### config.mk
export PLATFORM = sky130hd
export DESIGN_NAME = updown_seq_ctrl
export DESIGN_NICKNAME = d
export VERILOG_FILES = /design/src/rtl/updown_seq_ctrl.sv
export SDC_FILE = /design/constraint.sdc
export NUM_CORES = 1
export LEC_CHECK = 0
export ABC_AREA = 1
export BUFFER_PORTS_ARGS = -buffer_cell sky130_fd_sc_hd__buf_2
export CORE_MARGIN = 5
export CORE_UTILIZATION = 25
export CTS_CLUSTER_DIAMETER = 150
export DETAILED_ROUTE_END_ITERATION = 7
export PLACE_DENSITY = 0.49
export SYNTH_ARGS = -nofsm -noshare
export SYNTH_HDL_FRONTEND = slang
export SYNTH_SLANG_ARGS = --single-unit
### constraint.sdc
create_clock -name clk -period 1.8 [get_ports clk]
set_input_delay 0.36 -clock clk [delete_from_list [all_inputs] [get_ports clk]]
set_output_delay 0.36 -clock clk [all_outputs]
set_load 0.005 [all_outputs]
### src/rtl/updown_seq_ctrl.sv
// Command sequencer for an external up/down counter: GOTO, BOUNCE and CLEAR
// commands arrive over a valid/ready handshake and steer the counter's enable, direction and clear.
module updown_seq_ctrl #(
   parameter int WIDTH     = 3,
   parameter int DWELL_CYC = 2
) (
   input  logic             clk,
   input  logic             reset_n,
   input  logic             cmd_valid,
   output logic             cmd_ready,
   input  logic [1:0]       cmd_mode,
   input  logic [WIDTH-1:0] cmd_target,
   input  logic [3:0]       cmd_passes,
   input  logic             abort,
   input  logic [WIDTH-1:0] cnt_q,
   output logic             cnt_en,
   output logic             cnt_up,
   output logic             cnt_clr,
   output logic             busy,
   output logic             done,
   output logic             err
);

   localparam int DW = (DWELL_CYC > 1) ? $clog2(DWELL_CYC + 1) : 1;

   localparam logic [1:0] MODE_GOTO   = 2'b00;
   localparam logic [1:0] MODE_BOUNCE = 2'b01;
   localparam logic [1:0] MODE_CLEAR  = 2'b10;

   typedef enum logic [2:0] {
      S_IDLE  = 3'd0,
      S_CLEAR = 3'd1,
      S_RUN   = 3'd2,
      S_DWELL = 3'd3,
      S_DONE  = 3'd4,
      S_FAIL  = 3'd5
   } state_t;

   state_t           state_q, state_d;
   logic [1:0]       mode_q, mode_d;
   logic [WIDTH-1:0] target_q, target_d;
   logic [3:0]       passes_q, passes_d;
   logic [3:0]       pass_cnt_q, pass_cnt_d;
   logic             leg_up_q, leg_up_d;
   logic [DW-1:0]    dwell_cnt_q, dwell_cnt_d;
   logic             cnt_up_q;

   logic [WIDTH-1:0] goal;
   logic             at_goal;

   // The counter is steered combinationally so that abort and arrival at the goal
   // take effect in the same cycle; direction is held while the counter is idle.
   always_comb begin
      goal      = leg_up_q ? target_q : '0;
      at_goal   = (cnt_q == goal);
      cnt_en    = (state_q == S_RUN) && !at_goal && !abort;
      cnt_up    = cnt_en ? (cnt_q < goal) : cnt_up_q;
      cnt_clr   = (state_q == S_CLEAR) && !abort;
      busy      = (state_q != S_IDLE);
      cmd_ready = (state_q == S_IDLE);
      done      = (state_q == S_DONE);
      err       = (state_q == S_FAIL);
   end

   always_comb begin
      state_d     = state_q;
      mode_d      = mode_q;
      target_d    = target_q;
      passes_d    = passes_q;
      pass_cnt_d  = pass_cnt_q;
      leg_up_d    = leg_up_q;
      dwell_cnt_d = dwell_cnt_q;

      case (state_q)
         S_IDLE: begin
            if (cmd_valid) begin
               mode_d     = cmd_mode;
               target_d   = cmd_target;
               passes_d   = (cmd_passes == 4'd0) ? 4'd1 : cmd_passes;
               pass_cnt_d = 4'd0;
               leg_up_d   = 1'b1;
               case (cmd_mode)
                  MODE_GOTO:   state_d = S_RUN;
                  MODE_CLEAR:  state_d = S_CLEAR;
                  MODE_BOUNCE: state_d = (cmd_target != '0) ? S_CLEAR : S_FAIL;
                  default:     state_d = S_FAIL;
               endcase
            end
         end

         S_CLEAR: begin
            if (abort) begin
               state_d = S_FAIL;
            end else if (mode_q == MODE_BOUNCE) begin
               state_d  = S_RUN;
               leg_up_d = 1'b1;
            end else begin
               state_d = S_DONE;
            end
         end

         // A bounce pass is complete only when the down leg lands on zero.
         S_RUN: begin
            if (abort) begin
               state_d = S_FAIL;
            end else if (at_goal) begin
               if (mode_q != MODE_BOUNCE) begin
                  state_d = S_DONE;
               end else if (leg_up_q) begin
                  state_d     = S_DWELL;
                  dwell_cnt_d = '0;
               end else if ((pass_cnt_q + 4'd1) == passes_q) begin
                  state_d = S_DONE;
               end else begin
                  pass_cnt_d  = pass_cnt_q + 4'd1;
                  state_d     = S_DWELL;
                  dwell_cnt_d = '0;
               end
            end
         end

         S_DWELL: begin
            if (abort) begin
               state_d = S_FAIL;
            end else if (dwell_cnt_q == DW'(DWELL_CYC - 1)) begin
               state_d  = S_RUN;
               leg_up_d = ~leg_up_q;
            end else begin
               dwell_cnt_d = dwell_cnt_q + DW'(1);
            end
         end

         S_DONE:  state_d = S_IDLE;
         S_FAIL:  state_d = S_IDLE;
         default: state_d = S_IDLE;
      endcase
   end

   always_ff @(posedge clk or negedge reset_n) begin
      if (!reset_n) begin
         state_q     <= S_IDLE;
         mode_q      <= MODE_GOTO;
         target_q    <= '0;
         passes_q    <= 4'd0;
         pass_cnt_q  <= 4'd0;
         leg_up_q    <= 1'b1;
         dwell_cnt_q <= '0;
         cnt_up_q    <= 1'b0;
      end else begin
         state_q     <= state_d;
         mode_q      <= mode_d;
         target_q    <= target_d;
         passes_q    <= passes_d;
         pass_cnt_q  <= pass_cnt_d;
         leg_up_q    <= leg_up_d;
         dwell_cnt_q <= dwell_cnt_d;
         cnt_up_q    <= cnt_up;
      end
   end

endmodule

=== Yosys cells after proc, flatten, opt, wreduce, memory -nomap -nowiden ===
Index checks and enable logic that the tools add are counted.

* Equal/unequal tests: 26
* Multiplexer cells: 37
* Magnitude comparators: 1
* Reductions and logical operators: 18
* Add/subtract/negate cells: 2
* Bitwise operators: 1

{| class="wikitable"
|+ Operator list
! operator !! number
|-
| 3-bit two-way mux || 12
|-
| 4-bit two-way mux || 7
|-
| 2-bit != test (second input constant) || 10
|-
| 2-bit two-way mux || 7
|-
| 7-bit AND reduction || 2
|-
| 3-bit one-hot mux with 4 select lines || 1
|-
| 3-bit != test (second input constant) || 3
|-
| 3-bit one-hot mux with 3 select lines || 1
|-
| 3-bit nonzero test || 3
|-
| 4-bit one-hot mux with 2 select lines || 1
|-
| 2-bit by 1-bit equality test with 1-bit output (second input constant) || 3
|-
| 3-bit by 2-bit equality test with 1-bit output (second input constant) || 2
|-
| 3-bit equality test (second input constant) || 2
|-
| 1-bit two-way mux || 6
|-
| 6-bit AND reduction || 1
|-
| 4-bit by 1-bit adder with 4-bit output (second input constant) || 1
|-
| 4-bit equality test || 1
|-
| 4-bit logical NOT || 1
|-
| 2-bit by 1-bit != test with 1-bit output (second input constant) || 2
|-
| 2-bit one-hot mux with 2 select lines || 1
|-
| 2-bit nonzero test || 2
|-
| 3-bit by 1-bit equality test with 1-bit output (second input constant) || 1
|-
| 3-bit equality test || 1
|-
| 1-bit logical AND || 3
|-
| 10 further kinds || 11
|}

* Register bits: 20
* Output and inout bits: 7

=== Depth between registers and ports, before layout ===
Gate-level depths: netlist of the first run.

* Word-level depth: 8
* Depth in mapped cells: 13

=== Worst setup path before layout of the first run ===
OpenSTA, ideal clock, no wires.

* Path kind: reg-to-output
* Start point: reg leg_up_q
* End point: out cnt_up
* Data arrival time: 1.387 ns
* Stages on the path, launching flop included: 8
* Path slack: 0.053 ns
* Cells stage by stage: dfstp_2 > nand2_1 > ha_1 > nand3_1 > inv_1 > nor2_8 > o21ai_0 > o21a_1

* Longest elaborated chain between the ends: 6

{| class="wikitable"
|+ RTL lines
! what !! RTL line !! RTL
|-
| start: declaration || 44 || <nowiki>logic leg_up_q, leg_up_d;</nowiki>
|-
| start signal: assignment || 155 || <nowiki>leg_up_q <= leg_up_d;</nowiki>
|-
| 3-bit two-way mux || 54 || <nowiki>goal = leg_up_q ? target_q : '0;</nowiki>
|-
| 3-bit equality test || 55 || <nowiki>at_goal = (cnt_q == goal);</nowiki>
|-
| 1-bit logical NOT || 56 || <nowiki>cnt_en = (state_q == S_RUN) && !at_goal && !abort;</nowiki>
|-
| 1-bit logical AND (2 in series) || 56 ||
|-
| via cnt_en || 16 || <nowiki>output logic cnt_en,</nowiki>
|-
| 1-bit two-way mux || 57 || <nowiki>cnt_up = cnt_en ? (cnt_q < goal) : cnt_up_q;</nowiki>
|-
| end: declaration || 17 || <nowiki>output logic cnt_up,</nowiki>
|}

The timed path passes the listed nets, and every way through them passes these cells.

=== Worst setup path in the final report of the first run ===
* Start point: reg leg_up_q
* End point: out cnt_up

* Longest elaborated chain between the ends: 6

{| class="wikitable"
|+ RTL lines
! what !! RTL line
|-
| 3-bit two-way mux (*) || 54
|-
| 3-bit equality test || 55
|-
| 1-bit logical NOT || 56
|-
| 1-bit logical AND (2 in series) || 56
|-
| 1-bit two-way mux (*) || 57
|}

Mark *: on every way between the ends. The rest lies on a longest branch, timed or not.

==> impl_results.rst, run 1 <==
.. list-table::
   :header-rows: 1

   * - Metric
     - Value
   * - Status
     - complete, but fails checks
   * - Failing checks
     - setup timing
   * - Arr. time, crit path
     - 1.67 ns
   * - Unrepaired setup endpoints after global routing
     - yes
   * - Most frequently used flop master after synthesis
     - sky130_fd_sc_hd__dfrtp_1
   * - Wire length of the first global-routing pass
     - 5300 um
   * - Synth top area share
     - 36.0%
   * - Number of placement rows
     - 26
   * - PD cells
     - 1400 nW/um^2
   * - Cell type with the highest aggregate area in the netlist
     - sky130_fd_sc_hd__dfrtp_1
   * - Final Hold Viols
     - 0
   * - Area of the die
     - 6840 um^2
   * - GR Util All Layers
     - 10.3%
   * - Slack of the critical path
     - -0.231 ns
   * - Max-slew headroom
     - 68.5%
   * - Number of nets in the layout
     - 237
   * - Number of flops mapped to enable cells by yosys
     - 0
   * - Part of the cycle the worst path needs
     - 113%
   * - Number of synthesized register bits
     - 20
   * - Switching power total
     - 1.08 mW
   * - Highest net fanout along the worst path
     - 4
   * - Int Pwr
     - 1.41 mW
   * - Area occupied by multi-input gates
     - 791 um^2
   * - H-Tree Level Count
     - 1
   * - Fillers
     - 563
   * - Non-Filler Cell Area, Final
     - 1780 um^2
   * - Number of setup violations in the final report
     - 6
   * - Core footprint
     - 5110 um^2
   * - Achievable frequency
     - 492 MHz
   * - Min-Delay Path Class
     - in -> async
   * - Dominant cells by area after synthesis
     - sky130_fd_sc_hd__dfrtp_1 36%, sky130_fd_sc_hd__nand2_1 13%, sky130_fd_sc_hd__inv_1 8.2%
   * - Actual transition at the worst max-transition pin
     - 0.472 ns
   * - Synth Area per Inst
     - 7.42 um^2
   * - Total number of vias
     - 1203
   * - Placement-stage cell area
     - 1560 um^2
   * - Number of buffers inserted by port buffering
     - 22
   * - Family of cells with the greatest summed delay on the critical path
     - flip-flops
   * - Die Width
     - 82.7 um
   * - Synthesized net count
     - 199
   * - Critical Path Start Type
     - register
   * - Cell chosen for the clock root
     - sky130_fd_sc_hd__clkbuf_8
   * - Start-to-end type of the worst setup path
     - reg -> out
   * - Clk pin slew, worst setup/hold paths
     - 0.08 ns
   * - Count of cell types in the netlist
     - 28
   * - Initial antenna violation count
     - 0
   * - Clock network fraction of total power
     - 14.0%
   * - Sw frac
     - 43.5%
   * - Final max-slew violation count
     - 0
   * - Antenna Violating Nets Remaining
     - 0
   * - Cells along the critical path
     - nand2_2 -> ha_4 -> nand3_4 -> inv_4 -> nor2_8 -> o21a_1 -> buf_2
   * - Area grow syn2layout
     - 34.5%
   * - Leakage Power
     - 0.842 nW
   * - Logic pwr share
     - 55.7%
   * - Number of detailed-routing iterations run before antenna repair
     - 5
   * - Final RePlAce weighted congestion
     - 0.857
   * - Register area
     - 502 um^2
   * - CTS tree
     - built
   * - Critical path required time
     - 1.44 ns
   * - Number of clock sinks seen by CTS
     - 20
   * - Average detailed-routed wire length per instance
     - 10.9 um
   * - Element type at the critical path end
     - primary output
   * - Post-placement worst setup slack
     - -0.126 ns
   * - Register area share after synthesis
     - 38.0%
   * - Global route overflow
     - 0
   * - Largest net degree at the start of global routing
     - 21
   * - Skew-Pair Late Insertion Delay
     - 0.26 ns
   * - Ant. Diodes
     - 0
   * - Minimum clock period after layout
     - 2.03 ns
   * - Max cap viols
     - 0
   * - Vias in the first global route
     - 1179
   * - Worst-case clock skew
     - 0.00301 ns
   * - Routed wire length
     - 3110 um
   * - Total number of yosys warnings
     - 0
   * - Number of instances in the placed design
     - 276
   * - Post-Synthesis Cells
     - 178
   * - Biggest cell delay along the critical path
     - 0.57 ns
   * - VDD IR max
     - 0.000451 V
   * - Async SR Flop Fraction
     - 100%
   * - Post-detailed-route via-to-cell ratio
     - 4.22
   * - Starting Density
     - 25.9%
   * - Number of violations reported at the end of detailed-routing iteration 0
     - 84
   * - Final setup TNS
     - -0.854 ns
   * - Remaining routing DRC violations
     - 0
   * - Register share of total power
     - 30.4%
   * - CP max-delay cell
     - sky130_fd_sc_hd__dfstp_2
   * - Number of buffers on the longest clock path
     - 2
   * - Finished Layout Cells
     - 285
   * - Fraction of final layout cells with drive strength greater than 1
     - 35.3%
   * - CP bufs+invs
     - 2
   * - Die Height
     - 82.7 um
   * - Ports placed on the boundary
     - 23
   * - Final HPWL from detailed placement
     - 2420 um
   * - Hold-fix buffers at CTS
     - 0
   * - Netlist area before placement
     - 1320 um^2
   * - Total clock buffers created by CTS
     - 3
## power by group through the flow
| stage | combinational [mW] | sequential, mW | clock, mW |
|---|---|---|---|
| 2_1_floorplan | 0.797 | 0.732 | 0 |
| 3_3_place_gp | 1.13 | 0.757 | 0 |
| 3_5_place_dp | 1.13 | 0.756 | 0 |
| 4_1_cts | 1.31 | 0.755 | 0.362 |
| 5_1_grt | 1.59 | 0.784 | 0.377 |
| 6_report | 1.39 | 0.758 | 0.348 |
## kinds of logic after synthesis
logic type	synth area share, %
and+or+nand+nor	30.9
buffers and inverters	10.3
AOI/OAI and AO/OA	14.6
DFF	38.0
adders and majority gates	4.73
xor gates and xnor gates	0.663
muxes	0.852
## synthesized netlist by cell type (all sizes together), types with 2 or more instances
cell type  number
nand3          12
nand4           3
a31oi           2
dfrtp          19
nand2          50
inv            33
nor3            4
or2             2
nor2           14
ha              5
a211oi          2
o21ai          24
a21oi           3
## registers in the layout (all words and copies together) (netlist names)
name,cells
leg_up_q,1
passes_q,4
mode_q,2
cnt_up_q,1
state_q,3
dwell_cnt_q,2
target_q,3
pass_cnt_q,4
## stage by stage
step | utilization (%) | hold slack, ns | power [mW]
4_1_cts | 33.7 | 0.0629 | 2.43
2_1_floorplan | - | 0.0644 | 1.53
6_report | 34.8 | 0.0464 | 2.49
5_1_grt | 34.8 | 0.0804 | 2.75
3_3_place_gp | 30.6 | 0.344 | 1.88
3_5_place_dp | 30.6 | 0.350 | 1.89
## final cells by class
class,count,share of cell area [%]
repair buffers,34,11.8
clock buffers,4,3.10
inverters,33,7.39
multi-input cells,124,44.5
well taps,70,4.93
flip-flops and latches,20,28.2
## metal layers
layer	global-route usage (%)	up-vias	wire, um
met3	1.30	5	116
li1	-	647	-
met4	4.90	0	64
met5	0	-	0
met2	15.2	26	1320
met1	14.6	525	1610
## layout by cell type, fill, tap and decap left out, types with 3 or more instances in the layout
| master | netlist | routed |
|---|---|---|
| sky130_fd_sc_hd__buf_2 | 0 | 21 |
| sky130_fd_sc_hd__o21ai_0 | 20 | 14 |
| sky130_fd_sc_hd__clkbuf_8 | 0 | 4 |
| sky130_fd_sc_hd__o21ai_2 | 2 | 3 |
| sky130_fd_sc_hd__nor2_4 | 3 | 6 |
| sky130_fd_sc_hd__nor2_1 | 7 | 5 |
| sky130_fd_sc_hd__dfrtp_1 | 19 | 19 |
| sky130_fd_sc_hd__inv_2 | 2 | 4 |
| sky130_fd_sc_hd__inv_1 | 29 | 26 |
| sky130_fd_sc_hd__ha_4 | 0 | 4 |
| sky130_fd_sc_hd__nand2_1 | 46 | 44 |
| sky130_fd_sc_hd__buf_4 | 1 | 11 |
| sky130_fd_sc_hd__nor3_1 | 4 | 3 |
| sky130_fd_sc_hd__nand3_1 | 12 | 10 |
| sky130_fd_sc_hd__inv_4 | 2 | 3 |
| sky130_fd_sc_hd__nand4_1 | 3 | 3 |
| sky130_fd_sc_hd__o21ai_1 | 1 | 6 |
| sky130_fd_sc_hd__nand2_2 | 4 | 6 |
## repair_timing
action	CTS	global route
hold endpoints to repair	0	0
pin swaps	5	7
setup buffers	3	2
gates resized for setup	21	8
endpoints found under the setup margin	8	12
## final timing paths
| kind | slack [ns] | start | end | depth (start not counted) |
|---|---|---|---|---|
| min in group clk | 0.36 | cmd_mode[1] | mode_q[1] | 2 |
| max in group asynchronous | 1.41 | reset_n | leg_up_q | 1 |
| hold reg to reg | 0.49 | cnt_up_q | cnt_up_q | 1 |
| setup reg to reg | -0.12 | leg_up_q | pass_cnt_q[0] | 13 |
| setup / recovery | -0.23 | leg_up_q | cnt_up | 7 |
| hold / removal | 0.05 | reset_n | target_q[0] | 1 |
(Power assumes the default switching activity.)
==> run 2, diff against run 1 <==
Settings changed: CORE_UTILIZATION 25 to 45, PLACE_DENSITY 0.49 to 0.75.
==> run 2 against run 1 <==
  * Final area fell by 3.8%
  * Sequential power rose by 3.4%
  * The flow still finishes with violations (setup timing)
  * Largest power group unchanged
  * Sequential share of layout area rose by 1.3 points
  * Clock power fell by 33%
  * Critical path depth rose by 1
  * Clock skew rose by 0.0083 ns
==> impl_results.rst, run 2 (synthesis gave the netlist of run 1 again) <==
.. list-table::
   :header-rows: 1

   * - Metric
     - Value
   * - Number of clock sinks seen by CTS
     - 20
   * - Part of the cycle the worst path needs
     - 122%
   * - Finished Layout Cells
     - 247
   * - Actual transition at the worst max-transition pin
     - 0.462 ns
   * - Total number of vias
     - 1303
   * - Die Height
     - 64.2 um
   * - Total clock buffers created by CTS
     - 3
   * - Status
     - complete, but fails checks
   * - Launch instance of the worst min-delay path
     - cmd_passes[3]
   * - Fraction of final layout cells with drive strength greater than 1
     - 36.1%
   * - Routed wire length
     - 3350 um
   * - Die Width
     - 64.2 um
   * - Most common cell after layout, fill and taps aside
     - sky130_fd_sc_hd__nand2_1
   * - Ports placed on the boundary
     - 23
   * - Post-detailed-route via-to-cell ratio
     - 5.28
   * - GR Util All Layers
     - 15.9%
   * - Critical Path Start Type
     - register
   * - Number of buffers inserted by port buffering
     - 22
   * - Global route overflow
     - 0
   * - Average detailed-routed wire length per instance
     - 13.6 um
   * - Wire length of the first global-routing pass
     - 5240 um
   * - Final RePlAce weighted congestion
     - 0.922
   * - PD cells
     - 1430 nW/um^2
   * - Element type at the critical path end
     - primary output
   * - Largest net degree at the start of global routing
     - 21
   * - Unrepaired setup endpoints after global routing
     - yes
   * - Initial antenna violation count
     - 0
   * - Skew-Pair Late Insertion Delay
     - 0.31 ns
   * - Depth of the worst register-to-register path
     - 12
   * - Leakage Power
     - 0.837 nW
   * - Number of placement rows
     - 19
   * - Commonest non-fill, non-tap cells in the layout
     - 42 x sky130_fd_sc_hd__nand2_1, 27 x sky130_fd_sc_hd__inv_1, 22 x sky130_fd_sc_hd__buf_2, 17 x sky130_fd_sc_hd__dfrtp_1, 15 x sky130_fd_sc_hd__o21ai_0
   * - Minimum clock period after layout
     - 2.20 ns
   * - Final Hold Viols
     - 0
   * - Worst-case clock skew
     - 0.0113 ns
   * - Core footprint
     - 2780 um^2
   * - Area of the die
     - 4120 um^2
   * - Number of instances in the placed design
     - 238
   * - Worst setup path end
     - cnt_up
   * - Max-slew headroom
     - 69.2%
   * - Largest registers ranked by flip-flop count
     - pass_cnt_q x4, passes_q x4
   * - Ant. Diodes
     - 0
   * - Final max-slew violation count
     - 0
   * - Worst r2r src
     - leg_up_q
   * - Clk pin slew, worst setup/hold paths
     - 0.12 ns
   * - Final HPWL from detailed placement
     - 2360 um
   * - Number of buffers on the longest clock path
     - 2
   * - Max cap viols
     - 0
   * - Arr. time, crit path
     - 1.84 ns
   * - Number of detailed-routing iterations run before antenna repair
     - 4
   * - Number of violations reported at the end of detailed-routing iteration 0
     - 56
   * - VDD IR max
     - 0.000971 V
   * - Area grow syn2layout
     - 29.4%
   * - H-Tree Level Count
     - 1
   * - Min-Delay Path Class
     - in -> reg
   * - Failing checks
     - setup timing
   * - Crit path launch
     - leg_up_q
   * - Starting Density
     - 47.5%
   * - R2r endpoint
     - pass_cnt_q[3]
   * - Register-to-register path setup slack
     - -0.21 ns
   * - Achievable frequency
     - 455 MHz
   * - Number of setup violations in the final report
     - 8
   * - Cell chosen for the clock root
     - sky130_fd_sc_hd__clkbuf_4
   * - Start-to-end type of the worst setup path
     - reg -> out
   * - Critical path required time
     - 1.44 ns
   * - Remaining routing DRC violations
     - 0
   * - Final hold slack
     - 0.299 ns
   * - Vias in the first global route
     - 1181
   * - Slack of the critical path
     - -0.396 ns
   * - Number of nets in the layout
     - 238
   * - CTS tree
     - built
   * - Highest net fanout along the worst path
     - 4
   * - Antenna Violating Nets Remaining
     - 0
==> run 2: worst min path at each step <==
stage | to | cells after the start | slack, ns
finish | passes_q[3] | 3 | 0.30
global route | passes_q[0] | 3 | 0.29
CTS | passes_q[3] | 3 | 0.30
detailed placement | passes_q[2] | 1 | 0.34
global placement | passes_q[2] | 1 | 0.34
floorplan | cnt_up_q | 0 | 0.06
==> run 2: final cells by class <==
type	instances	area [um^2]
Inverter	33	131
Sequential cell	20	504
Fill cell	260	1070
Tap cell	31	38.8
Timing Repair Buffer	35	218
Multi-Input combinational cell	124	791
Clock buffer	4	26.3
==> run 2: per-stage QoR <==
step | TNS, ns | instance area [um^2] | worst slack (ns) | util, % | total power [mW]
after detailed placement | -0.570 | 1520 | -0.121 | 54.7 | 1.91
after floorplan | 0 | 1320 | 0.0526 | - | 1.53
after global routing | -2.66 | 1710 | -0.530 | 61.4 | 2.66
final | -1.48 | 1710 | -0.396 | 61.4 | 2.45
after CTS | -0.965 | 1640 | -0.358 | 59.1 | 2.26
after global placement | -0.182 | 1520 | -0.0669 | 54.7 | 1.87
==> run 2: where the power goes <==
part           total, mW  leakage, nW  switching (mW)  internal [mW]
clock network      0.234       0.0150           0.148         0.0866
registers          0.784        0.253           0.158          0.626
logic               1.43        0.569           0.833          0.593
==> run 2: critical path, stage by stage (launching register included) <==
cell and delay (ns):
sky130_fd_sc_hd__dfstp_2 0.58, sky130_fd_sc_hd__nand2_2 0.07, sky130_fd_sc_hd__ha_4 0.28, sky130_fd_sc_hd__nand3_2 0.11, sky130_fd_sc_hd__inv_4 0.10, sky130_fd_sc_hd__nor2_8 0.05, sky130_fd_sc_hd__o21ai_1 0.08, sky130_fd_sc_hd__o21a_1 0.15
sky130_fd_sc_hd__buf_2 0.11
==> run 2: repair_timing <==
item / CTS / global route
hold buffers: 1 / 0
resized for setup: 15 / 15
pin swaps: 2 / 3
endpoints found under the setup margin: 9 / 11
buffers inserted: 3 / 1
hold endpoints to repair: 16 / 0
==> run 2: layer usage <==
metal / global-route usage, % / vias up / share of wire (%)
met1: 20.9 / 602 / 43
met2: 26.4 / 43 / 49
met4: 5.34 / 0 / 2.2
li1: - / 651 / -
met3: 2.80 / 7 / 6.1
met5: 0 / - / 0
